===== src/rtl/freq_gate_pkg.sv =====
// Shared types and default sizing for the gated frequency-measurement engine.
// Defaults describe a 10 ms gate on the 48 MHz HSOSC with a 10-bit result.
package freq_gate_pkg;

    typedef enum logic {
        FG_IDLE  = 1'b0,
        FG_COUNT = 1'b1
    } fg_state_t;

    localparam int FG_CLK_HZ        = 48_000_000;
    localparam int FG_GATE_HZ       = 100;
    localparam int FG_WINDOW_CYCLES = FG_CLK_HZ / FG_GATE_HZ;
    localparam int FG_TIMER_W       = 26;
    localparam int FG_CNT_W         = 10;

endpackage


===== src/rtl/sync_edge_detect.sv =====
// Two-flop synchroniser for an asynchronous pin plus a history flop.
// o_fall is a one-cycle pulse when the synchronised level goes 1 -> 0.
module sync_edge_detect (
    input  logic clk,
    input  logic srst,
    input  logic i_async,
    output logic o_level,
    output logic o_fall
);

    logic r_sync1;
    logic r_sync2;
    logic r_prev;

    always_ff @(posedge clk) begin
        if (srst) begin
            r_sync1 <= 1'b0;
            r_sync2 <= 1'b0;
            r_prev  <= 1'b0;
        end else begin
            r_sync1 <= i_async;
            r_sync2 <= r_sync1;
            r_prev  <= r_sync2;
        end
    end

    assign o_level = r_sync2;
    assign o_fall  = r_prev & ~r_sync2;

endmodule


===== src/rtl/freq_gate_counter.sv =====
// Free-running gated edge counter: back-to-back windows of WINDOW_CYCLES clocks,
// one saturated falling-edge count per window delivered through a valid/ready register.
module freq_gate_counter
    import freq_gate_pkg::*;
#(
    parameter int WINDOW_CYCLES = FG_WINDOW_CYCLES,
    parameter int TIMER_W       = FG_TIMER_W,
    parameter int CNT_W         = FG_CNT_W
) (
    input  logic             int_osc,
    input  logic             reset,
    input  logic             square,
    input  logic             enable,
    output logic             collecting,
    output logic [CNT_W-1:0] count,
    output logic             overflow,
    output logic             count_valid,
    input  logic             count_ready,
    output logic             overrun
);

    localparam logic [TIMER_W-1:0] TIMER_LAST = TIMER_W'(WINDOW_CYCLES - 1);
    localparam logic [CNT_W-1:0]   CNT_MAX    = '1;

    fg_state_t          r_state;
    logic [TIMER_W-1:0] r_timer;
    logic [CNT_W-1:0]   r_edge_cnt;
    logic               r_win_ovf;
    logic [CNT_W-1:0]   r_count;
    logic               r_overflow;
    logic               r_count_valid;
    logic               r_overrun;

    logic               w_fall;
    logic               w_unused_level;
    logic [CNT_W-1:0]   w_cnt_next;
    logic               w_ovf_next;
    logic               w_terminal;
    logic               w_xfer;
    logic               w_load;

    sync_edge_detect u_square_sync (
        .clk     (int_osc),
        .srst    (reset),
        .i_async (square),
        .o_level (w_unused_level),
        .o_fall  (w_fall)
    );

    // Count value including this cycle's edge, so a terminal-cycle edge lands in the closing window.
    always_comb begin
        w_cnt_next = r_edge_cnt;
        if (w_fall && (r_edge_cnt != CNT_MAX)) begin
            w_cnt_next = r_edge_cnt + CNT_W'(1);
        end
    end

    assign w_ovf_next = r_win_ovf | (w_cnt_next == CNT_MAX);
    assign w_terminal = (r_state == FG_COUNT) && enable && (r_timer == TIMER_LAST);
    assign w_xfer     = r_count_valid && count_ready;
    assign w_load     = w_terminal && (!r_count_valid || w_xfer);

    always_ff @(posedge int_osc) begin
        if (reset) begin
            r_state    <= FG_IDLE;
            r_timer    <= '0;
            r_edge_cnt <= '0;
            r_win_ovf  <= 1'b0;
        end else begin
            case (r_state)
                FG_IDLE: begin
                    r_timer    <= '0;
                    r_edge_cnt <= '0;
                    r_win_ovf  <= 1'b0;
                    if (enable) begin
                        r_state <= FG_COUNT;
                    end
                end
                FG_COUNT: begin
                    if (!enable) begin
                        r_state    <= FG_IDLE;
                        r_timer    <= '0;
                        r_edge_cnt <= '0;
                        r_win_ovf  <= 1'b0;
                    end else if (w_terminal) begin
                        r_timer    <= '0;
                        r_edge_cnt <= '0;
                        r_win_ovf  <= 1'b0;
                    end else begin
                        r_timer    <= r_timer + TIMER_W'(1);
                        r_edge_cnt <= w_cnt_next;
                        r_win_ovf  <= w_ovf_next;
                    end
                end
                default: begin
                    r_state <= FG_IDLE;
                end
            endcase
        end
    end

    always_ff @(posedge int_osc) begin
        if (reset) begin
            r_count       <= '0;
            r_overflow    <= 1'b0;
            r_count_valid <= 1'b0;
            r_overrun     <= 1'b0;
        end else begin
            if (w_load) begin
                r_count       <= w_cnt_next;
                r_overflow    <= w_ovf_next;
                r_count_valid <= 1'b1;
            end else if (w_xfer) begin
                r_count_valid <= 1'b0;
            end
            // A finished window with nowhere to go is lost; remember that until reset.
            if (w_terminal && !w_load) begin
                r_overrun <= 1'b1;
            end
        end
    end

    assign collecting  = (r_state == FG_COUNT);
    assign count       = r_count;
    assign overflow    = r_overflow;
    assign count_valid = r_count_valid;
    assign overrun     = r_overrun;

endmodule

===== config.mk =====
export PLATFORM = sky130hd
export DESIGN_NAME = freq_gate_counter
export DESIGN_NICKNAME = d
export VERILOG_FILES = /design/src/rtl/freq_gate_pkg.sv /design/src/rtl/sync_edge_detect.sv /design/src/rtl/freq_gate_counter.sv
export SDC_FILE = /design/constraint.sdc
export NUM_CORES = 1
export LEC_CHECK = 0
export CAP_MARGIN = 10
export CELL_PAD_IN_SITES_DETAIL_PLACEMENT = 1
export CELL_PAD_IN_SITES_GLOBAL_PLACEMENT = 1
export CORE_ASPECT_RATIO = 0.9
export CORE_UTILIZATION = 44
export DETAILED_ROUTE_END_ITERATION = 8
export PLACE_DENSITY = 0.81
export SYNTH_ARGS = -nofsm -noshare
export SYNTH_HDL_FRONTEND = slang
export SYNTH_HIERARCHICAL = 1
export SYNTH_SLANG_ARGS = --single-unit

===== constraint.sdc =====
create_clock -name int_osc -period 2.8 [get_ports int_osc]
set_clock_uncertainty 0.2 [all_clocks]
set_input_delay 0.56 -clock int_osc [delete_from_list [all_inputs] [get_ports int_osc]]
set_output_delay 0.56 -clock int_osc [all_outputs]
set_load 0.01 [all_outputs]

==> reports/results.ini, run 1 <==
[outcome]
outcome = finished clean

[timing]
setup-violations-final = 0
post-route-period-util = 0.861
slew_headroom = 0.579
period_needed_ns = 2.41
grt_setup_unrepaired = false
hold_viol = 0
drv_slew = 0
fin_tns_setup_ns = 0
hold-worst-slack_ns = 0.258
tightest_slew_ns = 0.627
clock.fmax_ghz = 0.415

[floorplan]
ioPinCount = 19
rows = 25
die_y_um = 71.9
dieArea_um2 = 5730
fp.dieW_um = 79.7
initial_core_util = 0.455
core-area_um2 = 5260

[layout]
regArea_um2 = 1080
final_common_cell = dfxtp_1
areaGrowthSynthToFinish_pct = 15.7
drive_gt1_frac = 0.0625
n_fill_cell = 602
final_nets = 294
multiInputGateArea_um2 = 1230
n_antenna_cell = 0
layout_common_cells = 54 x dfxtp_1, 50 x nor2_1, 19 x xnor2_1, 18 x clkdlybuf4s50_1, 14 x nand2_1

[cts]
cts.sinks = 54
cts_max_path_buffers = 2
path_clk_slew_ns = 0.09
cts_root_buf = clkbuf_8
cts_tree = built
clock_latency_ns = 0.30
ctsHoldBuffers = 0
cts_buffers = 5
post_cts_buffers = 0
htree_num_levels = 2
cts_resized = 0

[grt]
use_met1 = 0.291
met3_usage = 0.0377
gr-total-overflow = 0
grtUsageMet2 = 0.350
grt_pass1_vias = 1988
grt_antenna_before_repair = 0
grt.busiest_layer = met2
grt_pass1_wl_um = 9470
grt_usage = 0.214
grt_max_degree = 38

[min_path]
hp-class = reg2reg

[yosys]
synth_cell_types = 42
syn_avg_cell_area_um2 = 8.85
syn_area_um2 = 2390
yosys.area_share.adder = 0.0105
synth_top_family_by_area = simple AND/OR/NAND/NOR gates
synthSimpleGateAreaFrac = 0.302
synth_compound_area_frac = 0.0644
synth_xor_area_frac = 0.0990
synth-edff-count = 0
synth_seq_cells = 54
syn_nets = 277
async_flop_share = 0
synth-warning-count = 6
yosysSeqAreaShare = 0.453
syn_inst = 270
ys.flop_type = dfxtp_1
synthMuxAreaShare = 0.0382

[worst_setup_path]
critPathLaunch = r_edge_cnt[4]$_SDFF_PP0_
worst-setup-path-type = reg2reg
reg2reg_depth = 5
startpoint_type = flop
critPathArrivalTime_ns = 2.43
end_kind = flop
reg2reg_to = overflow$_SDFFE_PP0P_
path_max_fanout = 8
r2r-start = r_edge_cnt[4]$_SDFF_PP0_
reg2reg_setup_slack_ns = 0.39
endpoint = overflow$_SDFFE_PP0P_
required_ns = 2.82

[pwr]
power.density_nw_per_um2 = 475
ir_drop_mv = 0.201
p_leak_uw = 0.000835
p_total_uw = 1310

[place]
place_congestion = 0.764
dpl.hpwl_um = 4040
io_buffers = 18

[job]
cap_violations = 0

[route]
drt_iter0_markers = 127
drc = 0
ant_nets = 0
routedWlPerCell_um = 16.1
first_pass_iters = 4
vias_per_cell = 5.59
drt-total-wl_um = 5730
vias = 1984

==> worst min-delay path by stage <==
stage	startpoint	to	slack (ns)	cells past startpoint
global route	u_square_sync/o_level$_SDFF_PP0_	u_square_sync/r_prev$_SDFF_PP0_	0.28	1
floorplan	u_square_sync/r_sync1$_SDFF_PP0_	u_square_sync/o_level$_SDFF_PP0_	0.21	1
CTS	r_timer[0]$_SDFF_PP0_	r_timer[0]$_SDFF_PP0_	0.26	1
detailed placement	r_timer[0]$_SDFF_PP0_	r_timer[0]$_SDFF_PP0_	0.24	1
finish	r_timer[0]$_SDFF_PP0_	r_timer[0]$_SDFF_PP0_	0.26	1
global placement	r_timer[0]$_SDFF_PP0_	r_timer[0]$_SDFF_PP0_	0.23	1
==> cell families after synthesis <==
kind of cell | after synthesis
compound gates | 22
xor+xnor | 27
fa+ha+maj | 2
buf+inv | 18
flops | 54
mux | 9
simple gates | 138
==> metrics by stage <==
stage / util / instances / worst slack, ns / area (um2)
finish: 0.526 / 355 / 0.389 / 2760
floorplan: - / 270 / 0.367 / 2390
global route: 0.526 / 355 / 0.195 / 2760
global placement: 0.505 / 347 / 0.249 / 2650
detailed placement: 0.505 / 347 / 0.180 / 2650
CTS: 0.526 / 355 / 0.393 / 2760
==> worst max-delay path: stages, from the launching register on <==
cell,delay (ns)
dfxtp_1,0.50
nand4_1,0.32
or4_1,0.58
a311oi_1,0.26
a41oi_1,0.22
a211oi_1,0.26
==> layer usage <==
metal | wire length [um] | part of all wire
met1 | 2770 | 0.48
met2 | 2670 | 0.47
met3 | 218 | 0.038
met4 | 67 | 0.012
met5 | 0 | 0
==> synth_stat cells (all sizes together), types with 2 or more instances <==
library cell  instances  area, um2
mux2i                 8       80.1
nor2                 50        188
a211oi                5       37.5
inv                   5       18.8
a31oi                 2       12.5
and3                  3       18.8
nor4                  7       58.8
nor3                 11       55.1
nand3                12       60.1
or3                   4       30.0
nand2                14       52.6
xor2                  8       70.1
ha                    2       25.0
nand4                13       81.3
clkbuf                8       30.0
o21a                  2       15.0
dfxtp                54       1080
buf                   5       31.3
a21oi                 5       25.0
xnor2                19        166
nor2b                12       75.1
and4                  5       45.0
==> layout make-up <==
cell class | instances | share of cell area
Tap cell | 67 | 0.0303
Sequential cell | 54 | 0.391
Clock inverter | 2 | 0.0136
Inverter | 5 | 0.00679
Clock buffer | 6 | 0.0263
Timing Repair Buffer | 23 | 0.0878
Multi-Input combinational cell | 198 | 0.444
==> report_power, final <==
part / internal [uW] / switching (uW)
logic: 11.4 / 13.2
clock network: 267 / 249
registers: 770 / 1.39
total: 1050 / 264
==> flip-flops by register name, summed over array words and instances (netlist names) <==
name and count:
collecting 1, count 10, count_valid 1, overflow 1, overrun 1, r_edge_cnt 10
r_timer 26, r_win_ovf 1, u_square_sync/o_level 1, u_square_sync/r_prev 1, u_square_sync/r_sync1 1
No activity file was read; power rests on OpenSTA's default activity.
==> run 2, diff against run 1 <==
--- a/config.mk
+++ b/config.mk
@@ -9,10 +9,9 @@
 export CELL_PAD_IN_SITES_DETAIL_PLACEMENT = 1
 export CELL_PAD_IN_SITES_GLOBAL_PLACEMENT = 1
 export CORE_ASPECT_RATIO = 0.9
-export CORE_UTILIZATION = 44
+export CORE_UTILIZATION = 43
 export DETAILED_ROUTE_END_ITERATION = 8
-export PLACE_DENSITY = 0.81
+export PLACE_DENSITY = 0.79
 export SYNTH_ARGS = -nofsm -noshare
 export SYNTH_HDL_FRONTEND = slang
-export SYNTH_HIERARCHICAL = 1
 export SYNTH_SLANG_ARGS = --single-unit
==> run 2 against run 1 <==
Compared with the run above:
- sequential power hardly changed
- first-iteration DRC count is 39% lower
- setup slack worse by 0.19 ns
- combinational power is 5% higher
- register-to-register slack worse by 0.19 ns
- critical endpoint unchanged
- clock-buffer cell count is 1 lower
- cell area is 0.18% lower
- fmax is 7.4% lower
- die area is 0.28% higher
- total power is 0.40% higher
- routed wire length is 9.9% lower
==> reports/results.ini, run 2 <==
[route]
vias = 1893  ; -4.6%
drt-total-wl_um = 5160  ; -9.9%
drt_iter0_markers = 77  ; -39%
vias_per_cell = 5.29  ; -5.4%
routedWlPerCell_um = 14.4  ; -11%
drc = 0  ; unchanged
ant_nets = 0  ; unchanged
first_pass_iters = 4  ; unchanged

[layout]
final_nets = 297  ; +1.0%
layout.cells.non_filler = 358  ; +0.85%
n_fill_cell = 623  ; +3.5%
largest_reg_flops = 26  ; unchanged
top_register = r_timer
areaGrowthSynthToFinish_pct = 17.9
n_antenna_cell = 0  ; unchanged
final_common_cell = nor2_1
drive_gt1_frac = 0.0825  ; +0.0200
layout_common_cells = 59 x nor2_1, 54 x dfxtp_1, 19 x xnor2_1, 18 x clkdlybuf4s50_1, 17 x nand3_1
final_cell_area_um2 = 2760  ; -0.18%

[worst_setup_path]
critPathArrivalTime_ns = 2.63  ; +0.20 ns
end_kind = flop
path_max_fanout = 6  ; -2
required_ns = 2.83  ; about the same
worst-setup-path-type = reg2reg
startpoint_type = flop

[min_path]
hp-class = reg2reg

[timing]
hold_viol = 0  ; unchanged
post-route-period-util = 0.930  ; +0.0692
grt_setup_unrepaired = false
setup_ws_ns = 0.195  ; -0.194 ns
clock.fmax_ghz = 0.384  ; -7.4%
drv_slew = 0  ; unchanged
slew_headroom = 0.721  ; +0.142
tightest_slew_ns = 0.419  ; -0.208 ns
period_needed_ns = 2.61  ; +0.194 ns
fin_tns_setup_ns = 0  ; unchanged
setup-violations-final = 0  ; unchanged

[yosys]
synthTopCellsByArea = dfxtp_1 46%, nor2_1 9.5%, xnor2_1 7.1%, xor2_1 4.1%, nand3_1 3.6%
synth_cell_types = 43  ; +2.4%
synth_seq_cells = 54  ; unchanged
syn_avg_cell_area_um2 = 8.83  ; -0.14%
syn_nets = 272  ; -1.8%
synthTopCellsByCount = 59 x nor2_1, 54 x dfxtp_1, 19 x xnor2_1
async_flop_share = 0  ; unchanged
yosysMostFrequentCell = nor2_1
ys.flop_type = dfxtp_1
syn_inst = 265  ; -1.9%
synth-edff-count = 0  ; unchanged
synth_top_cell_area_share = 0.462  ; +0.00919
yosysTopAreaCell = dfxtp_1
yosysSeqAreaShare = 0.462  ; +0.00919
synth-warning-count = 0  ; -6
syn_area_um2 = 2340  ; -2.0%

[pwr]
power.density_nw_per_um2 = 478  ; +0.58%
p_leak_uw = 0.000870  ; +4.2%
p_total_uw = 1320  ; +0.40%
ir_drop_mv = 0.350  ; +74%

[cts]
cts_tree = built
path_clk_slew_ns = 0.10  ; about the same
ctsHoldBuffers = 0  ; unchanged
cts_buffers = 5  ; unchanged
post_cts_buffers = 0  ; unchanged
cts.sinks = 54  ; unchanged
cts_root_buf = clkbuf_8
clock_latency_ns = 0.30  ; about the same
cts_max_path_buffers = 2  ; unchanged
htree_num_levels = 2  ; unchanged

[grt]
grt_max_degree = 29  ; -24%
grt_pass1_wl_um = 8900  ; -6.0%
grt_usage = 0.200  ; -0.0139
grt_pass1_vias = 1895  ; -4.7%
grt.busiest_layer = met2
grt_antenna_before_repair = 0  ; unchanged
use_met1 = 0.254  ; -0.0363
gr-total-overflow = 0  ; unchanged
grtUsageMet2 = 0.346  ; -0.00475
met3_usage = 0.0390  ; +0.00126

[floorplan]
core-area_um2 = 5260  ; unchanged
die_y_um = 72  ; +0.15%
fp.dieW_um = 79.8  ; +0.14%
ioPinCount = 19  ; unchanged
rows = 25  ; unchanged
initial_core_util = 0.445  ; -0.00905
dieArea_um2 = 5740  ; +0.28%

[job]
cap_violations = 0  ; unchanged

[place]
dpl.hpwl_um = 3700  ; -8.3%
place_ws_ns = 0.0929  ; -0.0867 ns
dpl-instance-area_um2 = 2640  ; -0.47%
place_congestion = 0.839  ; +9.8%
placed_cells = 350  ; +0.86%
io_buffers = 18  ; unchanged

[outcome]
outcome = finished clean

[run 2: cell types whose count changed after synthesis, sizes merged, moves of 3 or more]
cell / change
buf: +3
nand3: +5
nor2b: -5
nor2: +9
and4: -3
a211oi: +3
mux2i: -3
inv: +4
nor4: -3
nand4: -8
nor3: -3
xor2: +3
clkbuf: -6
[run 2: timing repair]
item / 4_1_cts / 5_1_grt
gates resized for setup: 0 / 1
hold endpoints to repair: 0 / 0
setup endpoints to repair: 0 / 1
[run 2: power by group]
group	switching, uW	internal [uW]	leakage (uW)
clock	252	268	0.0000585
combinational	13.6	12.3	0.000376
sequential	1.81	770	0.000436
[run 2: worst paths after layout]
path / cells past startpoint / endpoint / slack, ns / from
worst min register to register: 1 / u_square_sync.o_level$_SDFF_PP0_ / 0.26 / u_square_sync.r_sync1$_SDFF_PP0_
worst min-delay path: 1 / u_square_sync.o_level$_SDFF_PP0_ / 0.26 / u_square_sync.r_sync1$_SDFF_PP0_
worst max register to register: 7 / overflow$_SDFFE_PP0P_ / 0.19 / r_edge_cnt[0]$_SDFF_PP0_
worst max-delay path: 7 / overflow$_SDFFE_PP0P_ / 0.19 / r_edge_cnt[0]$_SDFF_PP0_
[run 2: final cells by class]
type	count	area (um2)	share of cell area
multi-input cells	192	1170	0.423
well taps	67	83.8	0.0304
repair buffers	28	280	0.102
clock buffers	5	68.8	0.0249
clock inverters	3	43.8	0.0159
flip-flops and latches	54	1080	0.392
inverters	9	33.8	0.0122
[run 2: kinds of logic after synthesis]
family | synth area share
adder cells (fa/ha/maj) | 0.0107
XOR/XNOR | 0.112
multiplexers | 0.0214
AO/OA/AOI/OAI | 0.0727
flip-flops | 0.462
buffers and inverters | 0.0417
AND/OR/NAND/NOR | 0.280
[run 2: per-stage QoR]
stage,hold WS (ns),utilization
CTS,0.261,0.524
global placement,0.229,0.503
global route,0.276,0.525
detailed placement,0.242,0.503
floorplan,0.214,-
finish,0.258,0.525
[run 2: layer usage]
| metal | vias to the layer above | share of wire | routed length (um) |
|---|---|---|---|
| met5 | - | 0 | 0 |
| met4 | 0 | 0.011 | 57 |
| met3 | 6 | 0.026 | 133 |
| met2 | 24 | 0.48 | 2500 |
| met1 | 918 | 0.48 | 2470 |
| li1 | 945 | - | - |
[run 2: worst max-delay path, cell delays in order (launching register included)]
cell and delay (ns):
dfxtp_1 0.37, ha_1 0.28, nand3_1 0.21, nor3_1 0.09, or4b_2 0.68, xnor2_1 0.31, a31oi_1 0.16, a211oi_1 0.23
==> run 3, diff against run 2 <==
--- a/config.mk
+++ b/config.mk
@@ -9,9 +9,10 @@
 export CELL_PAD_IN_SITES_DETAIL_PLACEMENT = 1
 export CELL_PAD_IN_SITES_GLOBAL_PLACEMENT = 1
 export CORE_ASPECT_RATIO = 0.9
-export CORE_UTILIZATION = 43
+export CORE_UTILIZATION = 44
 export DETAILED_ROUTE_END_ITERATION = 8
-export PLACE_DENSITY = 0.79
+export PLACE_DENSITY = 0.81
 export SYNTH_ARGS = -nofsm -noshare
 export SYNTH_HDL_FRONTEND = slang
+export SYNTH_HIERARCHICAL = 1
 export SYNTH_SLANG_ARGS = --single-unit
==> results of run 3 <==
Same layout as run 1: the final DEF is identical, and so are final timing and power.
